`src/rtl/hazard_forward_unit.sv`:
```
// Single hazard block for the 5-stage pipeline: operand forwarding, load-use bubbles,
// multi-cycle multiplier stall FSM and a saturating stall-cycle counter.
module hazard_forward_unit #(
    parameter int unsigned REG_AW  = 5,
    parameter int unsigned NUM_SRC = 2,
    parameter int unsigned MUL_LAT = 3,
    parameter int unsigned CNT_W   = 16
) (
    input  logic                        clk,
    input  logic                        reset,
    input  logic                        id_valid,
    input  logic [NUM_SRC*REG_AW-1:0]   id_src,
    input  logic [NUM_SRC-1:0]          id_src_used,
    input  logic [NUM_SRC*REG_AW-1:0]   ex_src,
    input  logic [REG_AW-1:0]           ex_rd,
    input  logic                        ex_regwrite,
    input  logic                        ex_memread,
    input  logic                        ex_mul_start,
    input  logic [REG_AW-1:0]           mem_rd,
    input  logic                        mem_regwrite,
    input  logic [REG_AW-1:0]           wb_rd,
    input  logic                        wb_regwrite,
    output logic [2*NUM_SRC-1:0]        fwd_sel,
    output logic                        stall_if,
    output logic                        stall_id,
    output logic                        flush_ex,
    output logic                        hold_ex,
    output logic                        mul_busy,
    output logic [CNT_W-1:0]            stall_cnt
);

    localparam int unsigned MCW      = (MUL_LAT > 1) ? $clog2(MUL_LAT) : 1;
    localparam bit          MUL_EN   = (MUL_LAT > 1);
    localparam logic [MCW-1:0] MUL_LOAD = MCW'(MUL_LAT - 1);

    typedef enum logic {
        S_IDLE     = 1'b0,
        S_MUL_BUSY = 1'b1
    } state_e;

    state_e           state_q, state_d;
    logic [MCW-1:0]   mcnt_q, mcnt_d;
    logic [CNT_W-1:0] cnt_q, cnt_d;
    logic             lu;
    logic             mul_go;

    // Per-operand bypass select; EX/MEM beats MEM/WB when both match.
    always_comb begin
        fwd_sel = '0;
        if (!reset) begin
            for (int i = 0; i < int'(NUM_SRC); i++) begin
                if (mem_regwrite && (mem_rd != '0) &&
                    (mem_rd == ex_src[i*REG_AW +: REG_AW])) begin
                    fwd_sel[2*i +: 2] = 2'b10;
                end else if (wb_regwrite && (wb_rd != '0) &&
                             (wb_rd == ex_src[i*REG_AW +: REG_AW])) begin
                    fwd_sel[2*i +: 2] = 2'b01;
                end
            end
        end
    end

    // Load in EX whose result a used decode operand needs next cycle.
    always_comb begin
        lu = 1'b0;
        for (int i = 0; i < int'(NUM_SRC); i++) begin
            if (id_src_used[i] && (id_src[i*REG_AW +: REG_AW] == ex_rd)) begin
                lu = 1'b1;
            end
        end
        lu = lu && ex_memread && ex_regwrite && (ex_rd != '0) && id_valid;
    end

    assign mul_go = MUL_EN && ex_mul_start;

    always_ff @(posedge clk) begin
        if (reset) begin
            state_q <= S_IDLE;
            mcnt_q  <= '0;
        end else begin
            state_q <= state_d;
            mcnt_q  <= mcnt_d;
        end
    end

    always_comb begin
        state_d = state_q;
        mcnt_d  = mcnt_q;
        case (state_q)
            S_IDLE: begin
                if (mul_go) begin
                    state_d = S_MUL_BUSY;
                    mcnt_d  = MUL_LOAD;
                end
            end
            S_MUL_BUSY: begin
                mcnt_d = mcnt_q - MCW'(1);
                if (mcnt_q == MCW'(1)) begin
                    state_d = S_IDLE;
                end
            end
            default: state_d = S_IDLE;
        endcase
    end

    // A multiply start in IDLE pre-empts a coincident load-use bubble.
    always_comb begin
        stall_if = 1'b0;
        stall_id = 1'b0;
        flush_ex = 1'b0;
        hold_ex  = 1'b0;
        mul_busy = 1'b0;
        if (!reset) begin
            case (state_q)
                S_IDLE: begin
                    if (!mul_go && lu) begin
                        stall_if = 1'b1;
                        stall_id = 1'b1;
                        flush_ex = 1'b1;
                    end
                end
                S_MUL_BUSY: begin
                    stall_if = 1'b1;
                    stall_id = 1'b1;
                    hold_ex  = 1'b1;
                    mul_busy = 1'b1;
                end
                default: ;
            endcase
        end
    end

    always_comb begin
        cnt_d = cnt_q;
        if (stall_if && (cnt_q != '1)) begin
            cnt_d = cnt_q + CNT_W'(1);
        end
    end

    always_ff @(posedge clk) begin
        if (reset) begin
            cnt_q <= '0;
        end else begin
            cnt_q <= cnt_d;
        end
    end

    assign stall_cnt = reset ? '0 : cnt_q;

endmodule

```
`config.mk`:
```
export PLATFORM = sky130hd
export DESIGN_NAME = hazard_forward_unit
export DESIGN_NICKNAME = d
export VERILOG_FILES = /design/src/rtl/hazard_forward_unit.sv
export SDC_FILE = /design/constraint.sdc
export NUM_CORES = 1
export LEC_CHECK = 0
export ABC_AREA = 0
export CAP_MARGIN = 20
export CORE_ASPECT_RATIO = 1.2
export CORE_MARGIN = 3
export CORE_UTILIZATION = 46
export DETAILED_ROUTE_END_ITERATION = 10
export PLACE_DENSITY = 0.91
export RECOVER_POWER = 50
export SETUP_SLACK_MARGIN = 0.05
export SYNTH_ARGS = -nofsm -noshare
export SYNTH_HDL_FRONTEND = slang
export SYNTH_SLANG_ARGS = --single-unit
```
`constraint.sdc`:
```
create_clock -name clk -period 4.2 [get_ports clk]
set_clock_uncertainty 0.05 [all_clocks]
set_input_delay 0.84 -clock clk [delete_from_list [all_inputs] [get_ports clk]]
set_output_delay 0.84 -clock clk [all_outputs]
set_load 0.02 [all_outputs]
```
==> results.json, run 1 <==
{
  "outcome": "complete, no violations",
  "worstSkewPairLatency_ns": 0.26,
  "core_area_mm2": 0.003482,
  "crit_chain": "clkdlybuf4s50_1, or4_1, o21ai_0, nor3_1, nor4_1, clkdlybuf4s50_1",
  "crit_start": "mem_rd[1]",
  "final_hold_viol_count": 0,
  "track_usage_pct": 21.48,
  "drt-wirelength-per-cell_um": 13.97,
  "synthesis.area_mm2": 0.001725,
  "dp_slack_ns": 0.1403,
  "grt_start_max_net_pins": 42,
  "std_cell_rows": 23,
  "crit_type": "in -> out",
  "reg2reg_slack_ns": 1.85,
  "cts_tree": "done",
  "cp_slowest_cell": "clkdlybuf4s50_1",
  "slowest_delay_ns": 0.68,
  "syn2layout_area_growth_pct": 42.71,
  "slew_violations": 0,
  "drive_gt1_share_pct": 10.14,
  "firstDrtPassIters": 4,
  "period_minus_slack_ns": 4.021,
  "setup_violations": 0,
  "routed-via-count": 1800,
  "min_from": "mcnt_q[0]$_SDFFE_PP0P_",
  "synth_cells": 211,
  "total_power_mw": 0.4436,
  "power-per-cell-area_mw_per_mm2": 180.1,
  "grt_setup_unrepaired": "no",
  "htreeDepth": 1,
  "crit_top_cell": "clkdlybuf4s50_1",
  "yosysSeqAreaShare_pct": 22.04,
  "path_clk_slew_ns": 0.07,
  "grt_pass1_vias": 1786,
  "globalRouteOverflowTotal": 0,
  "dp_hpwl_mm": 3.701,
  "ant_nets": 0,
  "ioPinCount": 70,
  "nets": 324,
  "start_util_pct": 49.55,
  "routed_wl_mm": 4.554,
  "power_leakage_nw": 0.9102,
  "ys_types": 47,
  "crit_family": "buffers and inverters",
  "antennaDiodeCount": 0,
  "first_iter_violations": 70,
  "postCtsSetupRepairBufs": 0,
  "antenna_found_initial": 0,
  "syn_nets": 258,
  "r2r-start": "cnt_q[7]$_SDFFE_PP0P_",
  "cp_max_fo": 3,
  "reg2reg_depth": 6,
  "cts_buffer_depth": 2,
  "slew_headroom_pct": 49.74,
  "port_buffers": 69,
  "gp_congestion": 0.9303,
  "path_depth": 6,
  "ctsRootBufferMaster": "clkbuf_8",
  "required_ns": 3.31,
  "critPathCaptureType": "output pin",
  "worst_slack_ns": 0.1788,
  "vdd_drop_max_mv": 0.1167,
  "die_w_um": 61.91,
  "avgSynthCellArea_um2": 8.177,
  "worst-path-buf-inv": 2,
  "cts_made_buffers": 3,
  "final_cells": 326,
  "min_path_type": "reg -> reg",
  "fmax_mhz": 248.7,
  "cp-start-kind": "primary input",
  "ys_ff_latch": 19,
  "grt_pass1_wl_mm": 7.576,
  "endpoint": "fwd_sel[0]",
  "dp.cells": 322,
  "viasPerCell": 5.521,
  "worst_slew_pin_slew_ns": 0.7512,
  "period_share_pct": 95.74,
  "reg2reg_to": "cnt_q[8]$_SDFFE_PP0P_",
  "maxCapViolCount": 0,
  "cts_hold_buf": 0,
  "cts_resized": 0,
  "clock-sinks": 19,
  "die_y_um": 73.09,
  "die_area_mm2": 0.004525,
  "arrival_ns": 3.13,
  "setup-tns-final_ns": 0,
  "yosys_warnings": 0,
  "drc": 0
}
==> routing by layer <==
| layer | vias to the layer above | wire length [µm] | part of all wire (%) | GRT usage [%] |
|---|---|---|---|---|
| met2 | 62 | 2432 | 53 | 38.53 |
| met4 | 0 | 112 | 2.5 | 8.491 |
| met5 | - | 0 | 0 | 0 |
| met1 | 827 | 1731 | 38 | 23.23 |
| li1 | 900 | - | - | - |
| met3 | 11 | 278 | 6.1 | 5.310 |
==> logic make-up (layout without fill, tap and decap cells) <==
| kind of cell | Yosys count | after routing | synth area share, % |
|---|---|---|---|
| xor gates and xnor gates | 30 | 30 | 15.23 |
| AOI/OAI and AO/OA | 26 | 26 | 11.82 |
| buffers and inverters | 16 | 81 | 5.583 |
| adders and majority gates | 2 | 2 | 1.450 |
| muxes | 15 | 15 | 9.717 |
| DFF | 19 | 19 | 22.04 |
| and+or+nand+nor | 103 | 103 | 34.16 |
==> power by group <==
group,total (mW),internal (mW),leakage [nW],switching (mW)
logic,0.122,0.0691,0.731,0.0527
registers,0.189,0.184,0.154,0.00521
clock network,0.132,0.0662,0.0255,0.0662
total,0.444,0.319,0.910,0.124
==> sequential cells by signal, indices dropped and copies added, names as in the netlist <==
register,flops
cnt_q,16
mcnt_q,2
state_q,1
==> layout make-up <==
cell class | instances | area (µm²)
multi-input cells | 176 | 1241
fillers | 286 | 1020
repair buffers | 72 | 713.2
flip-flops and latches | 19 | 380.4
well taps | 50 | 62.56
clock buffers | 3 | 41.29
inverters | 5 | 18.77
clock inverters | 1 | 5.005
==> per-stage QoR <==
step / area [µm²] / util [%] / hold slack [ns]
6_report: 2462 / 70.72 / 0.4890
5_1_grt: 2462 / 70.72 / 0.5600
4_1_cts: 2470 / 70.93 / 0.4961
3_5_place_dp: 2424 / 69.60 / 0.4769
3_3_place_gp: 2424 / 69.60 / 0.4638
2_1_floorplan: 1725 / - / 0.4452
==> synthesized netlist by cell type (all sizes together) <==
cell type,instances,area share (%)
a2111o,1,0.65
a211o,1,0.51
a211oi,3,1.3
a21oi,3,0.87
and2,1,0.36
and2b,1,0.44
and3,6,2.3
and4,2,1.0
and4b,1,0.58
buf,6,2.8
clkbuf,5,1.7
dfxtp,19,22
ha,2,1.5
inv,5,1.1
mux2,14,9.1
mux2i,1,0.58
nand2,7,1.5
nand2b,1,0.36
nand3,12,3.8
nand4,9,4.1
nand4b,1,0.51
nor2,22,4.8
nor2b,18,6.5
nor3,6,1.7
nor4,7,2.5
o2111a,1,0.65
o2111ai,1,0.87
o21a,1,0.44
o21ai,6,2.0
o221ai,1,0.51
o22ai,3,1.1
o32ai,3,1.5
o41ai,2,1.5
or2,1,0.36
or3,4,1.5
or4,4,1.7
xnor2,14,7.1
xor2,16,8.1
==> worst register-to-register path: cells and delay by family, from the launching register on <==
kind             cells  cell delay (ns)
multiplexers         1             0.31
flip-flops           1             0.45
AND/OR/NAND/NOR      4             1.37
AO/OA/AOI/OAI        1             0.08
==> cell usage in the layout (no fill, tap or decap), drive strengths merged, types with 7 or more instances in the layout <==
| cell | synthesis | routed |
|---|---|---|
| nor2b | 18 | 18 |
| nor4 | 7 | 7 |
| mux2 | 14 | 14 |
| nor2 | 22 | 22 |
| dfxtp | 19 | 19 |
| xor2 | 16 | 16 |
| xnor2 | 14 | 14 |
| nand3 | 12 | 12 |
| nand2 | 7 | 7 |
| nand4 | 9 | 9 |
| clkdlybuf4s50 | 0 | 64 |
==> worst min-delay path by stage <==
| stage | cells past startpoint | end | slack [ns] |
|---|---|---|---|
| global placement | 2 | mcnt_q[0]$_SDFFE_PP0P_ | 0.46 |
| floorplan | 2 | mcnt_q[0]$_SDFFE_PP0P_ | 0.45 |
| finish | 2 | mcnt_q[0]$_SDFFE_PP0P_ | 0.49 |
| CTS | 2 | mcnt_q[0]$_SDFFE_PP0P_ | 0.50 |
| detailed placement | 2 | mcnt_q[0]$_SDFFE_PP0P_ | 0.48 |
| global route | 2 | cnt_q[13]$_SDFFE_PP0P_ | 0.56 |
(Power assumes the default switching activity.)
==> run 2, diff against run 1 <==
- CTS_CLUSTER_SIZE: not set -> 24
- HOLD_SLACK_MARGIN: not set -> 0.08
==> results of run 2 <==
Same layout as run 1: the final DEF is identical, and so are final timing and power.
==> patch 1, RTL diff (flow settings as in run 1) <==
Reset style: asynchronous (`reset`), changed in 2 clocked blocks.
--- a/src/rtl/hazard_forward_unit.sv
+++ b/src/rtl/hazard_forward_unit.sv
@@ -73,7 +73,7 @@
 
     assign mul_go = MUL_EN && ex_mul_start;
 
-    always_ff @(posedge clk) begin
+    always_ff @(posedge clk or posedge reset) begin
         if (reset) begin
             state_q <= S_IDLE;
             mcnt_q  <= '0;
@@ -137,7 +137,7 @@
         end
     end
 
-    always_ff @(posedge clk) begin
+    always_ff @(posedge clk or posedge reset) begin
         if (reset) begin
             cnt_q <= '0;
         end else begin
Formal check against the unedited RTL: no difference found for any inputs over 10 cycles, from zero or initial values and one cycle with reset high; that may be too few to reach the edited logic, so the function may still have changed.
==> patch 1 against run 1 <==
Die area down 13%; routed wire length down 19%; sequential cell count unchanged; register-to-register slack worse by 0.20 ns; area after synthesis down 14%; design area down 10%; setup slack better by 0.014 ns.
Power is not compared: it rests on default switching activity, and its combinational part moved more than twofold at a synthesized area within 25%.
==> patch 1: results (changes against run 1) <==
| Metric | Value |
|---|---|
| Async S/R FF share, synth | 100% (+100 points) |
| Arrival time worst endpoint | 3.12 ns (about the same) |
| Hpwl dp | 3.02 mm (-18%) |
| VDD IR max | 257 uV |
| Worst hold start | mcnt_q[0] |
| Hold EP | mcnt_q[0] |
| Rel. slew slack | 59.6% (+9.9 points) |
| Drt wl/cell | 13.6 um (-3.0%) |
| Synth Warn # | 0 (unchanged) |
| R2R depth | 6 (unchanged) |
| Avg Vias per Cell | 5.27 (-4.6%) |
| Clk slew on worst S/H paths | 0.10 ns (+0.03 ns) |
| Sequential fraction of the synthesis area | 32.1% (+10 points) |
| Signal buffers | 73 (+1.4%) |
| # fillers | 226 (-21%) |
| FF+latch area | 475 um^2 (+25%) |
| Multi-input combinational area share | 41.4% (-9.0 points) |
| CTS Root Buffer Type | clkbuf_4 |
| Hold WC Path Type | flip-flop to flip-flop |
| Pre-CTS setup slack | 0.170 ns (+0.0298 ns) |
| Non-clk buf share | 32.7% (+3.7 points) |
| RR Endpoint | cnt_q[1] |
| FF-to-FF Start | cnt_q[0] |
| Netlist cell types | 33 (-30%) |
| Switching Fraction | between 30 and 40% |
| CTS H-tree lvls | 1 (unchanged) |
| Deepest clock path buffer count | 2 (unchanged) |
| Max FO, Critical Path | 3 (unchanged) |
| Multi-input gate count | 134 (-24%) |
| Largest net degree at the start of global routing | 21 (-50%) |
| Flop2flop setup slack | 1.65 ns (-0.20 ns) |
| Number of port buffers | 69 (unchanged) |
| #FFs+latches synth | 19 (unchanged) |
| First-pass GRT wire length | 6.04 mm (-20%) |
| Final nets | 285 (-12%) |
| Hold slack | 0.460 ns (-0.0295 ns) |
| Commonest cells in the netlist | xor2_1, dfrtp_1, nor2b_1, xnor2_1, nand2_1 |
| Fraction of layout instances using a drive strength above 1 | 5.06% (-5.1 points) |
| GRT Total Usage | 20.0% (-1.5 points) |
| Worst path max stage delay | 0.63 ns (-0.05 ns) |
| Syn nets | 213 (-17%) |
| ANT cells | 0 (unchanged) |
| DRT Pass-1 Iters | 4 (unchanged) |
| Main area contributors after synthesis | dfrtp_1, xor2_1, xnor2_1 |
| Vias in the first global route | 1405 (-21%) |
| Initial drt markers | 32 (-54%) |
| Worst Hold Path Cells | 1 (-1) |
| Final clock-cell share | 1.25% (-0.64 points) |
| Status | complete, no violations |
| Invs w/o clock | 7 (+2) |
| Clk_lat worst skew | 0.31 ns (+0.05 ns) |
| Cells resized by post-CTS repair | 0 (unchanged) |
| GPL Wtd Cong | 0.825 (-11%) |
| Post-CTS Setup Inserts | 0 (unchanged) |
[patch 1: changes by cell type in the layout (fill, tap and decap cells not counted), sizes merged, moves of 4 or more]
cell / delta
xor2: +11
dfrtp: +19
nor2: -13
mux2: -12
nor3: +5
dfxtp: -19
nand2: +4
nand4: -6
and3: -5
[patch 1: critical path: cells and delay by family]
kind	cells	cell delay, ns
buffers and inverters	3	1.27
and+or+nand+nor	3	0.75
AOI/OAI and AO/OA	1	0.25
[patch 1: worst max path at each step]
stage	start	end	slack [ns]	depth (start not counted)
2_1_floorplan	reset	fwd_sel[0]	0.46	5
3_3_place_gp	mem_rd[1]	fwd_sel[2]	0.25	7
3_5_place_dp	mem_rd[2]	fwd_sel[0]	0.17	6
4_1_cts	mem_rd[2]	fwd_sel[0]	0.14	6
5_1_grt	mem_rd[2]	fwd_sel[2]	0.05	7
6_report	mem_rd[2]	fwd_sel[2]	0.19	7
[patch 1: per-layer routing]
metal / up-vias / GRT usage [%] / part of all wire (%)
met5: - / 0 / 0
met4: 0 / 7.83 / 1.9
met3: 7 / 4.72 / 8.6
met2: 62 / 35.0 / 48
met1: 654 / 23.5 / 41
li1: 705 / - / -
[patch 1: kinds of logic after synthesis]
| kind of cell | after synthesis | share of synthesized area (%) |
|---|---|---|
| muxes | 5 | 3.55 |
| and+or+nand+nor | 75 | 28.5 |
| DFF | 19 | 32.1 |
| buffers and inverters | 13 | 4.31 |
| xor gates and xnor gates | 42 | 24.9 |
| AOI/OAI and AO/OA | 10 | 4.99 |
| adders and majority gates | 2 | 1.69 |
[patch 1: through the flow]
stage               total power, mW  instance area (um^2)  cells
floorplan                     0.465                  1480    166
global placement              0.583                  2210    267
detailed placement            0.598                  2210    267
CTS                           0.693                  2230    271
global route                  0.728                  2210    271
finish                        0.681                  2210    271
==> patch 2, RTL diff (settings of run 1) <==
Without the edit above. Change the parameter `NUM_SRC` from 2 to 1.
--- a/src/rtl/hazard_forward_unit.sv
+++ b/src/rtl/hazard_forward_unit.sv
@@ -2,7 +2,7 @@
 // multi-cycle multiplier stall FSM and a saturating stall-cycle counter.
 module hazard_forward_unit #(
     parameter int unsigned REG_AW  = 5,
-    parameter int unsigned NUM_SRC = 2,
+    parameter int unsigned NUM_SRC = 1,
     parameter int unsigned MUL_LAT = 3,
     parameter int unsigned CNT_W   = 16
 ) (
Ports: changed (resized ex_src, fwd_sel, id_src and id_src_used); port bits go from 70 to 57. The function was not compared with the original's and may differ.
==> patch 2 against run 1 <==
Sequential share of layout area is 4.7 points higher; core utilization up 2.0 points; setup slack improved by 0.11 ns; clock power decreased by 29%; area after synthesis is 25% lower; routed wire length is 24% lower; largest power group unchanged; synthesized cell count shrank 25%; sequential cell count unchanged; power down 18%; combinational power down 34%; design area is 23% lower; via count down 25%; die area down 23%; global-route usage shrank 0.94 points.
==> patch 2: results (changes against run 1) <==
| Metric | Value |
|---|---|
| Post-Route WL | 3.45 mm (-24%) |
| GPL Wtd Cong | 0.866 (-6.9%) |
| Worst slew pin tran | 0.538 ns (-0.214 ns) |
| Deepest clock path buffer count | 2 (unchanged) |
| Worst path max stage delay | 0.64 ns (-0.04 ns) |
| ANT cells | 0 (unchanged) |
| Largest net degree at the start of global routing | 29 (-31%) |
| Number of port buffers | 56 (-19%) |
| Primary FF master, synth | dfxtp_1 |
| Syn nets | 195 (-24%) |
| Main area contributors after synthesis | dfxtp_1, mux2_2, xor2_1 |
| CTS buffer count | 3 (unchanged) |
| Leak | 0.693 nW (-24%) |
| Final nets | 250 (-23%) |
| Global-route met3 utilization | 3.03% (-2.3 points) |
| CTS Root Buffer Type | clkbuf_4 |
| Synth Warn # | 0 (unchanged) |
| M2 GR Usage | 41.0% (+2.5 points) |
| Biggest regs | cnt_q x16, mcnt_q x2, state_q x1 |
| Initial drt markers | 50 (-29%) |
| Clk slew on worst S/H paths | 0.10 ns (+0.03 ns) |
| Met1 Resource Use GR | 20.1% (-3.1 points) |
| Sequential fraction of the synthesis area | 29.4% (+7.4 points) |
| Avg Vias per Cell | 5.46 (-1.2%) |
| Async S/R FF share, synth | 0% (unchanged) |
| Hold slack | 0.448 ns (-0.0408 ns) |
| VDD IR max | 207 uV (+77%) |
| CTS H-tree lvls | 1 (unchanged) |
| Max FO, Critical Path | 9 (+6) |
| Vias in the first global route | 1352 (-24%) |
| Slowest CP cell | clkdlybuf4s50_1 |
| Hold WC Path Type | flip-flop to flip-flop |
| Hpwl dp | 2.80 mm (-24%) |
| First-pass GRT wire length | 5.44 mm (-28%) |
| Clk_lat worst skew | 0.30 ns (+0.04 ns) |
| Netlist cell types | 38 (-19%) |
| Post-CTS Setup Inserts | 0 (unchanged) |
| Initial antenna violation count | 0 (unchanged) |
| # fillers | 207 (-28%) |
| Arrival time worst endpoint | 3.02 ns (-0.11 ns) |
| DRT Pass-1 Iters | 4 (unchanged) |
| Flop2flop setup slack | 2.00 ns (+0.15 ns) |
| GRT Total Usage | 20.5% (-0.94 points) |
| Commonest cells in the netlist | nor2_1, dfxtp_1, mux2_2 |
| Final number of setup-violating endpoints | 0 (unchanged) |
| Cells resized by post-CTS repair | 0 (unchanged) |
| Status | complete, no violations |
| Fraction of layout instances using a drive strength above 1 | 9.86% (-0.29 points) |
-- patch 2: cell count changes after synthesis, sizes merged, moves of 3 or more --
cell    change
nand3       -3
a211oi      -3
nor2b       -9
o21ai       -3
inv         +5
xor2        -6
nand4       -4
nand2       -3
o22ai       -3
o32ai       -3
xnor2      -12
-- patch 2: layout make-up --
class | count | share of cell area (%)
Clock buffer | 4 | 1.39
Inverter | 11 | 2.18
Multi-Input combinational cell | 121 | 43.9
Sequential cell | 19 | 20.1
Tap cell | 33 | 2.18
Timing Repair Buffer | 58 | 30.2
-- patch 2: worst paths after layout --
check | startpoint | end | cells after the start
worst max-delay path | ex_rd[0] | stall_id | 6
worst min-delay path | cnt_q[15] | cnt_q[15] | 2
worst max register to register | cnt_q[0] | cnt_q[13] | 6
worst min register to register | cnt_q[15] | cnt_q[15] | 2
-- patch 2: cells by family (layout without fill, tap and decap cells) --
family,count (synthesis),in the layout,share of synthesized area (%)
mux,15,15,12.9
buf+inv,19,73,6.29
simple gates,81,81,36.3
compound gates,11,11,5.03
xor+xnor,12,12,8.13
fa+ha+maj,2,2,1.94
flops,19,19,29.4
-- patch 2: critical path, delay by kind of cell --
| family | cells | cell delay [ns] |
|---|---|---|
| and+or+nand+nor | 1 | 0.29 |
| buffers and inverters | 3 | 1.50 |
| AOI/OAI and AO/OA | 2 | 0.39 |
-- patch 2: metal layers --
metal  vias up  wire [um]
li1        670          -
met3         5        208
met2        52       1920
met4         0         39
met5         -          0
met1       615       1280
-- patch 2: per-stage QoR --
stage,setup WS (ns),total power [mW],std cells,cell area [um^2]
floorplan,1.31,0.227,159,1290
finish,0.291,0.362,246,1890
CTS,0.419,0.365,246,1900
global route,0.178,0.380,246,1890
global placement,0.545,0.269,242,1870
detailed placement,0.433,0.274,242,1870
-- patch 2: where the power goes --
group	total [mW]	switching [mW]	internal [mW]
sequential	0.187	0.00319	0.183
clock	0.0940	0.0570	0.0370
combinational	0.0811	0.0350	0.0461
